==> src/rtl/pipeline_pkg.sv <==
// Shared types and helpers for the pipeline ingress arbiter.
package pipeline_pkg;

   // Arbiter sequencing states.
   typedef enum logic [1:0] {
      RUN     = 2'd0,
      FLUSH   = 2'd1,
      RECOVER = 2'd2
   } arb_state_t;

   // Word width of the downstream stage datapath.
   localparam int DEFAULT_DATA_W = 32;

   // Index width for n items; never narrower than one bit.
   function automatic int tag_width(input int n);
      if (n <= 2) return 1;
      return $clog2(n);
   endfunction

endpackage

==> src/rtl/pipeline_ingress_arbiter_rr_picker.sv <==
// Round-robin picker: rotate the request vector so ptr sits at bit 0,
// take the lowest set bit, then rotate the index back.
module rr_picker
   import pipeline_pkg::*;
#(
   parameter int N_REQ = 4,
   parameter int TAG_W = tag_width(N_REQ)
) (
   input  logic [N_REQ-1:0] req,
   input  logic [TAG_W-1:0] ptr,
   output logic [TAG_W-1:0] grant_idx,
   output logic             any
);

   logic [N_REQ-1:0] rot;
   int               first;
   int               base;

   // Rotate, priority-encode from the pointer, unrotate.
   always_comb begin
      rot       = '0;
      first     = 0;
      grant_idx = '0;
      base      = int'(ptr);
      any       = |req;
      for (int k = 0; k < N_REQ; k++) begin
         rot[k] = req[(base + k) % N_REQ];
      end
      for (int k = N_REQ - 1; k >= 0; k--) begin
         if (rot[k]) first = k;
      end
      if (any) grant_idx = TAG_W'((base + first) % N_REQ);
   end

endmodule

==> src/rtl/pipeline_ingress_arbiter.sv <==
// Round-robin ingress arbiter for one stall-capable pipeline stage, with a
// fixed-length flush sequence that blocks grants until the stage recovers.
module pipeline_ingress_arbiter
   import pipeline_pkg::*;
#(
   parameter int N_REQ        = 4,
   parameter int DATA_W       = DEFAULT_DATA_W,
   parameter int FLUSH_CYCLES = 2,
   parameter int TAG_W        = tag_width(N_REQ)
) (
   input  logic                      clk,
   input  logic                      reset,
   input  logic [N_REQ-1:0]          req_valid,
   input  logic [N_REQ*DATA_W-1:0]   req_data,
   output logic [N_REQ-1:0]          req_ready,
   input  logic                      flush_req,
   input  logic                      pipe_stall,
   output logic [DATA_W-1:0]         pipe_data,
   output logic                      pipe_valid,
   output logic [TAG_W-1:0]          pipe_tag,
   output logic                      pipe_flush,
   output logic                      busy
);

   localparam int                 CNT_W      = tag_width(FLUSH_CYCLES);
   localparam logic [CNT_W-1:0]   CNT_RELOAD = CNT_W'(FLUSH_CYCLES - 1);
   localparam logic [TAG_W-1:0]   LAST_IDX   = TAG_W'(N_REQ - 1);

   arb_state_t        state_q, state_d;
   logic [TAG_W-1:0]  rr_ptr_q, rr_ptr_d;
   logic [CNT_W-1:0]  flush_cnt_q, flush_cnt_d;

   logic [TAG_W-1:0]  grant_idx;
   logic              any_req;
   logic              xfer;

   rr_picker #(
      .N_REQ (N_REQ),
      .TAG_W (TAG_W)
   ) u_picker (
      .req       (req_valid),
      .ptr       (rr_ptr_q),
      .grant_idx (grant_idx),
      .any       (any_req)
   );

   // Flush and busy come straight from the state register so they never glitch.
   assign pipe_flush = (state_q == FLUSH);
   assign busy       = (state_q != RUN);

   // Forward the granted word to the stage; accept it only when not stalled.
   always_comb begin
      pipe_valid = 1'b0;
      pipe_data  = '0;
      pipe_tag   = '0;
      req_ready  = '0;
      xfer       = 1'b0;
      if (state_q == RUN && any_req) begin
         pipe_valid = 1'b1;
         pipe_data  = req_data[int'(grant_idx)*DATA_W +: DATA_W];
         pipe_tag   = grant_idx;
         xfer       = !pipe_stall;
         if (xfer) req_ready[grant_idx] = 1'b1;
      end
   end

   // Next state, flush counter and round-robin pointer.
   always_comb begin
      state_d     = state_q;
      rr_ptr_d    = rr_ptr_q;
      flush_cnt_d = flush_cnt_q;
      case (state_q)
         RUN: begin
            // A transfer coinciding with flush_req still completes.
            if (xfer) begin
               rr_ptr_d = (grant_idx == LAST_IDX) ? '0 : grant_idx + TAG_W'(1);
            end
            if (flush_req) begin
               state_d     = FLUSH;
               flush_cnt_d = CNT_RELOAD;
            end
         end
         FLUSH: begin
            if (flush_req) begin
               flush_cnt_d = CNT_RELOAD;
            end else if (flush_cnt_q == '0) begin
               // Anything the stage held is gone, so fairness restarts at 0.
               state_d  = RECOVER;
               rr_ptr_d = '0;
            end else begin
               flush_cnt_d = flush_cnt_q - CNT_W'(1);
            end
         end
         RECOVER: begin
            if (flush_req) begin
               state_d     = FLUSH;
               flush_cnt_d = CNT_RELOAD;
            end else begin
               state_d = RUN;
            end
         end
         default: begin
            state_d = RUN;
         end
      endcase
   end

   // State registers with asynchronous reset.
   always_ff @(posedge clk or posedge reset) begin
      if (reset) begin
         state_q     <= RUN;
         rr_ptr_q    <= '0;
         flush_cnt_q <= '0;
      end else begin
         state_q     <= state_d;
         rr_ptr_q    <= rr_ptr_d;
         flush_cnt_q <= flush_cnt_d;
      end
   end

endmodule

==> config.mk <==
export PLATFORM = sky130hd
export DESIGN_NAME = pipeline_ingress_arbiter
export DESIGN_NICKNAME = d
export VERILOG_FILES = /design/src/rtl/pipeline_pkg.sv /design/src/rtl/pipeline_ingress_arbiter_rr_picker.sv /design/src/rtl/pipeline_ingress_arbiter.sv
export SDC_FILE = /design/constraint.sdc
export NUM_CORES = 1
export LEC_CHECK = 0
export CORE_UTILIZATION = 25
export DETAILED_ROUTE_END_ITERATION = 10
export PLACE_DENSITY_LB_ADDON = 0.25
export SYNTH_ARGS = -nofsm -noshare
export SYNTH_HDL_FRONTEND = slang
export SYNTH_SLANG_ARGS = --single-unit
==> constraint.sdc <==
create_clock -name clk -period 5.3 [get_ports clk]
set_clock_uncertainty 0.15 [all_clocks]
set_input_delay 0.795 -clock clk [delete_from_list [all_inputs] [get_ports clk]]
set_output_delay 0.795 -clock clk [all_outputs]
set_load 0.02 [all_outputs]
* Word-level counts from Yosys, hierarchy flattened
Index checks and enable logic that the tools add are counted.
** Storage, ports and cells
- Register bits after elaboration :: 5
- Logic and storage cells :: 80
- Input bits :: 136
** Cells by class
- Multiplexer cells :: 38
- Magnitude comparators :: 6
- Shifts and indexed selects :: 1
- Bitwise gates (word level) :: 3
- $add $sub $neg :: 6
- Eq/ne operators :: 8
- Reductions and logical operators :: 15
** Operators with widths (number)
- 128-bit by 8-bit variable part select with 32-bit output :: 1
- 32-bit two-way mux :: 1
- 2-bit two-way mux :: 13
- 1-bit two-way mux :: 14
- 3-bit by 4-bit less-than comparator with 1-bit output (second input constant) :: 3
- 1-bit binary-select mux with 2-bit select :: 4
- 4-bit two-way mux :: 2
- 2-bit != test (second input constant) :: 4
- 2-bit OR reduction :: 4
- 2-bit by 3-bit less-than comparator with 1-bit output (second input constant) :: 2
- 2-bit case mux with 3 select lines :: 1
- 2-bit nonzero test :: 3
- 2-bit by 1-bit adder with 2-bit output (second input constant) :: 2
- 2-bit adder (second input constant) :: 2
- 2-bit == test (second input constant) :: 2
- 2-bit case mux with 2 select lines :: 1
- 4-bit AND reduction :: 1
- 4-bit OR reduction :: 1
- 1-bit AND (first input constant) :: 3
- 3-bit AND reduction :: 1
- 2-bit adder :: 1
- 1-bit demux with 2-bit select :: 1
- 2-bit by 1-bit == test with 1-bit output (second input constant) :: 1
- 2-bit by 1-bit >= comparator with 1-bit output (second input constant) :: 1
- 7 further kinds :: 8

* Depth between registers and ports, before layout
- Word-level depth :: 18
- Gate-level depth with buffers :: 14
- Depth with buffers taken out :: 12

* By module
A second synthesis with hierarchy kept.
** Unflattened totals
- Cells, all modules :: 142
- Area, all modules :: 1584.0 µm²
** Modules (own cells, without submodules)
- pipeline_ingress_arbiter :: sequential area each 125.1 µm², instances 1, cells each 113, area an instance 1372.6 µm²
- rr_picker :: sequential area each 0.0 µm², instances 1, cells each 29, area an instance 211.5 µm²

* Worst setup path before layout
OpenSTA, ideal clock, no wires.
- Path type :: input -> output
- Start :: in req_valid[2]
- End :: out pipe_data[11]
- Cell stages on the path :: 12
- Required time :: 4.355 ns
- Path buffers :: 4
- Data arrival time :: 2.958 ns
- Path slack :: 1.397 ns
- Cells stage by stage :: buf_2 nor2_1 a221oi_1 o21ai_0 ha_1 clkbuf_1 nand2b_1 buf_2 buf_2 mux2i_1 nor2_1 mux2_1
** Between the ends
- Cells in the longest elaborated chain, start to end :: 11
- Elaborated cells on any way between the ends :: 21
- Classes of those cells :: 1 x add/sub; 1 x shift; 17 x mux; 2 x reduce/logical
** Ends and longest elaborated chain
- from (decl) :: RTL line pipeline_ingress_arbiter.sv:13 : input logic [N_REQ-1:0] req_valid,
- 1-bit binary-select mux with 2-bit select :: RTL line pipeline_ingress_arbiter_rr_picker.sv:27 : rot[k] = req[(base + k) % N_REQ];
- 1-bit two-way mux (implied by the code) (2 in a row) :: RTL line pipeline_ingress_arbiter_rr_picker.sv:27
- 2-bit two-way mux (4 in a row) :: RTL line pipeline_ingress_arbiter_rr_picker.sv:30 : if (rot[k]) first = k;
- 2-bit adder :: RTL line pipeline_ingress_arbiter_rr_picker.sv:32 : if (any) grant_idx = TAG_W'((base + first) % N_REQ);
- 2-bit two-way mux :: RTL line pipeline_ingress_arbiter_rr_picker.sv:32
- 128-bit by 8-bit variable part select with 32-bit output :: RTL line pipeline_ingress_arbiter.sv:60 : pipe_data = req_data[int'(grant_idx)*DATA_W +: DATA_W];
- 32-bit two-way mux * :: RTL line pipeline_ingress_arbiter.sv:58 : if (state_q == RUN && any_req) begin
- to (decl) :: RTL line pipeline_ingress_arbiter.sv:18 : output logic [DATA_W-1:0] pipe_data,
Every way passes the cells marked *; elsewhere a longest branch is shown, timed or not. The select of a mux whose other input is x is not followed.

* Worst setup path after layout
- Start :: in req_valid[2]
- End :: out pipe_data[14]
Same word-level chain as after synthesis.

==> impl_metrics.env <==
export IMPL_status="finished, final reports clean"
export IMPL_leakage_nw=1.65
export IMPL_final_setup_viol_count=0
export IMPL_nFillCells=660
export IMPL_gp_congestion=0.830
export IMPL_synth_fp_nets=385
export IMPL_crit_arrival_ns=3.80
export IMPL_path_clk_slew_ns=0.04
export IMPL_path_class="input pin to output pin"
export IMPL_seqPwrFrac=0.038
export IMPL_p_per_area_nw_per_um2=501
export IMPL_cts_tree="done"
export IMPL_p_int_mw=0.978
export IMPL_drt_total_wl_um=7000
export IMPL_seq_area_frac_synth=0.0682
export IMPL_hold_class="flip-flop to flip-flop"
export IMPL_seq_area_um2=125
export IMPL_synth_edf_count=0
export IMPL_finalHoldViolations=0
export IMPL_postSynthCellCount=244
export IMPL_grt_pass1_wl_um=10900
export IMPL_timing_critical_path_slowest_stage_cell="clkdlybuf4s50_1"
export IMPL_cts_buffer_depth=2
export IMPL_clock_sinks=5
export IMPL_fin_nets=554
export IMPL_max_slew_margin_rel=0.696
export IMPL_mostFrequentLayoutCells="clkdlybuf4s50_1, nor2_1, mux2i_1"
export IMPL_cp_max_fo=22
export IMPL_layout_area_overhead_vs_synth_pct=104
export IMPL_irDropWorstVdd_uv=287
export IMPL_crit_chain="clkdlybuf4s50_1 -> nor2_1 -> a221oi_1 -> o21ai_0 -> ha_2 -> xnor2_1 -> nor2_1 -> mux2i_4 -> buf_4 -> mux2_2 -> clkdlybuf4s50_1"
export IMPL_h_tree_depth=1
export IMPL_yosys_top_cells_area="mux2i_1, nor2_1, mux2_2"
export IMPL_drive_gt1_frac=0.0971
export IMPL_root_buffer="clkbuf_8"
export IMPL_worst_pin_slew_ns=0.452
export IMPL_drc=0
export IMPL_first_iter_violations=57
export IMPL_power_frac_comb=0.923
export IMPL_synth_area_um2=1830
export IMPL_via_per_inst=4.54
export IMPL_critPathRequiredTime_ns=4.36
export IMPL_std_cell_rows=30
export IMPL_critical_path_max_stage_delay_ns=0.65
export IMPL_antenna_left=0
export IMPL_clk_latency_ns=0.23
export IMPL_power_switching_mw=0.899
export IMPL_grt_util_all_layers=0.178
export IMPL_core_area_um2=6940
export IMPL_grt_max_degree=37
export IMPL_yosys_area_top_type="mux2i_1"
export IMPL_synth_top_cell_area_share=0.355
export IMPL_grt_pass1_vias=2294
export IMPL_maxCapViolCount=0
export IMPL_cts_setup_buffers=0
export IMPL_die_area_um2=7680
export IMPL_fin_tns_setup_ns=0
export IMPL_post_dp_hpwl_um=5730
export IMPL_dr_pass1_iters=4
export IMPL_syn_area_per_cell_um2=7.52
export IMPL_clockPowerShare=0.039
export IMPL_port_buffers=176
export IMPL_placedInstanceArea_um2=3700
export IMPL_max_freq_mhz=211
export IMPL_yosys_warnings=0
export IMPL_ys_ff_latch=5
export IMPL_io_pins=177
export IMPL_cts_hold_buf=0
export IMPL_antenna_cells=0
export IMPL_synth_top_flop_cell="dfrtp_1"
export IMPL_grt_overflow=0
export IMPL_cp_end_kind="output pin"
export IMPL_slew_viol_final=0
export IMPL_min_period_ns=4.75
export IMPL_vias=2307
export IMPL_numCtsBuffers=3
export IMPL_final_common_cell="clkdlybuf4s50_1"
export IMPL_switching_share=0.479
export IMPL_async_flop_share=1.00
export IMPL_die_x_um=87.7
export IMPL_wl_per_cell_um=13.8
export IMPL_final_area_um2=3750
export IMPL_antenna_found_initial=0
export IMPL_ys_types=30
export IMPL_initial_core_util=0.264
export IMPL_finalCritPeriodShare=0.896
export IMPL_cts_repair_resized=0
export IMPL_multi_input_area_um2=1600
export IMPL_critPathLaunchType="input pin"
export IMPL_rsz0062_at_grt="no"
export IMPL_final_core_util=0.540
export IMPL_die_h_um=87.7
==> flip-flops by register name (all words and copies together) (netlist names) <==
register and cells:
flush_cnt_q 1, rr_ptr_q 2, state_q 2
==> critical path: cells and delay by family <==
kind                       cells  cell delay (ns)
AOI/OAI and AO/OA              2             0.39
xor gates and xnor gates       1             0.17
adders and majority gates      1             0.19
buffers and inverters          3             1.51
muxes                          2             0.53
and+or+nand+nor                2             0.18
==> metrics by stage <==
| stage | hold slack, ns | power (mW) | worst slack [ns] | cells |
|---|---|---|---|---|
| final | 0.359 | 1.88 | 0.552 | 508 |
| after global routing | 0.387 | 2.03 | 0.340 | 508 |
| after CTS | 0.360 | 1.90 | 0.543 | 508 |
| after detailed placement | 0.350 | 1.82 | 0.569 | 504 |
| after global placement | 0.322 | 1.81 | 0.578 | 504 |
| after floorplan | 0.295 | 1.24 | 1.40 | 244 |
==> per-layer routing <==
layer	track usage	up-vias	part of all wire
li1	-	1173	-
met1	0.221	1037	0.41
met2	0.317	87	0.52
met3	0.0339	10	0.058
met4	0.0417	0	0.015
met5	0	-	0
==> cells in the mapped netlist (2+ instances only) <==
library cell and count:
or2_2 2, buf_1 2, clkbuf_1 8, a21oi_1 4, mux2i_1 65, buf_2 10
mux2_1 10, nor4_1 2, nor2_1 75, o31ai_1 2, and2_1 4, nand2b_1 4
dfrtp_1 5, mux2_2 22, nand2_1 3, inv_1 7, ha_1 5, a221oi_1 2
==> layout make-up <==
class                   instances  share of cell area
repair buffers                185               0.488
multi-input cells             211               0.427
flip-flops and latches          5              0.0334
well taps                      96              0.0321
clock buffers                   4              0.0120
inverters                       7             0.00701
==> power groups by stage <==
stage	sequential, mW	clock [mW]	combinational, mW
6_report	0.0712	0.0729	1.73
5_1_grt	0.0737	0.0770	1.88
4_1_cts	0.0706	0.0744	1.76
3_5_place_dp	0.0710	0	1.75
3_3_place_gp	0.0698	0	1.74
2_1_floorplan	0.0605	0	1.18
==> cells by family (layout without fill, tap and decap cells) <==
group                      Yosys count  count (layout)  share of synthesized area
buffers and inverters               28             196                     0.0662
adders and majority gates            5               5                     0.0341
DFF                                  5               5                     0.0682
muxes                               98              98                      0.559
and+or+nand+nor                     92              92                      0.207
xor gates and xnor gates             2               2                    0.00955
AOI/OAI and AO/OA                   14              14                     0.0566
==> worst paths after layout <==
kind                         startpoint             to  slack, ns  cells after the start
setup / recovery           req_valid[2]  pipe_data[14]       0.55                     11
hold / removal              flush_cnt_q     state_q[1]       0.36                      1
setup reg to reg            rr_ptr_q[0]    rr_ptr_q[1]       2.57                     13
hold reg to reg             flush_cnt_q     state_q[1]       0.36                      1
max in group asynchronous         reset     state_q[0]       4.17                      2
min in group asynchronous         reset    rr_ptr_q[1]       0.64                      2
(Power assumes the default switching activity.)
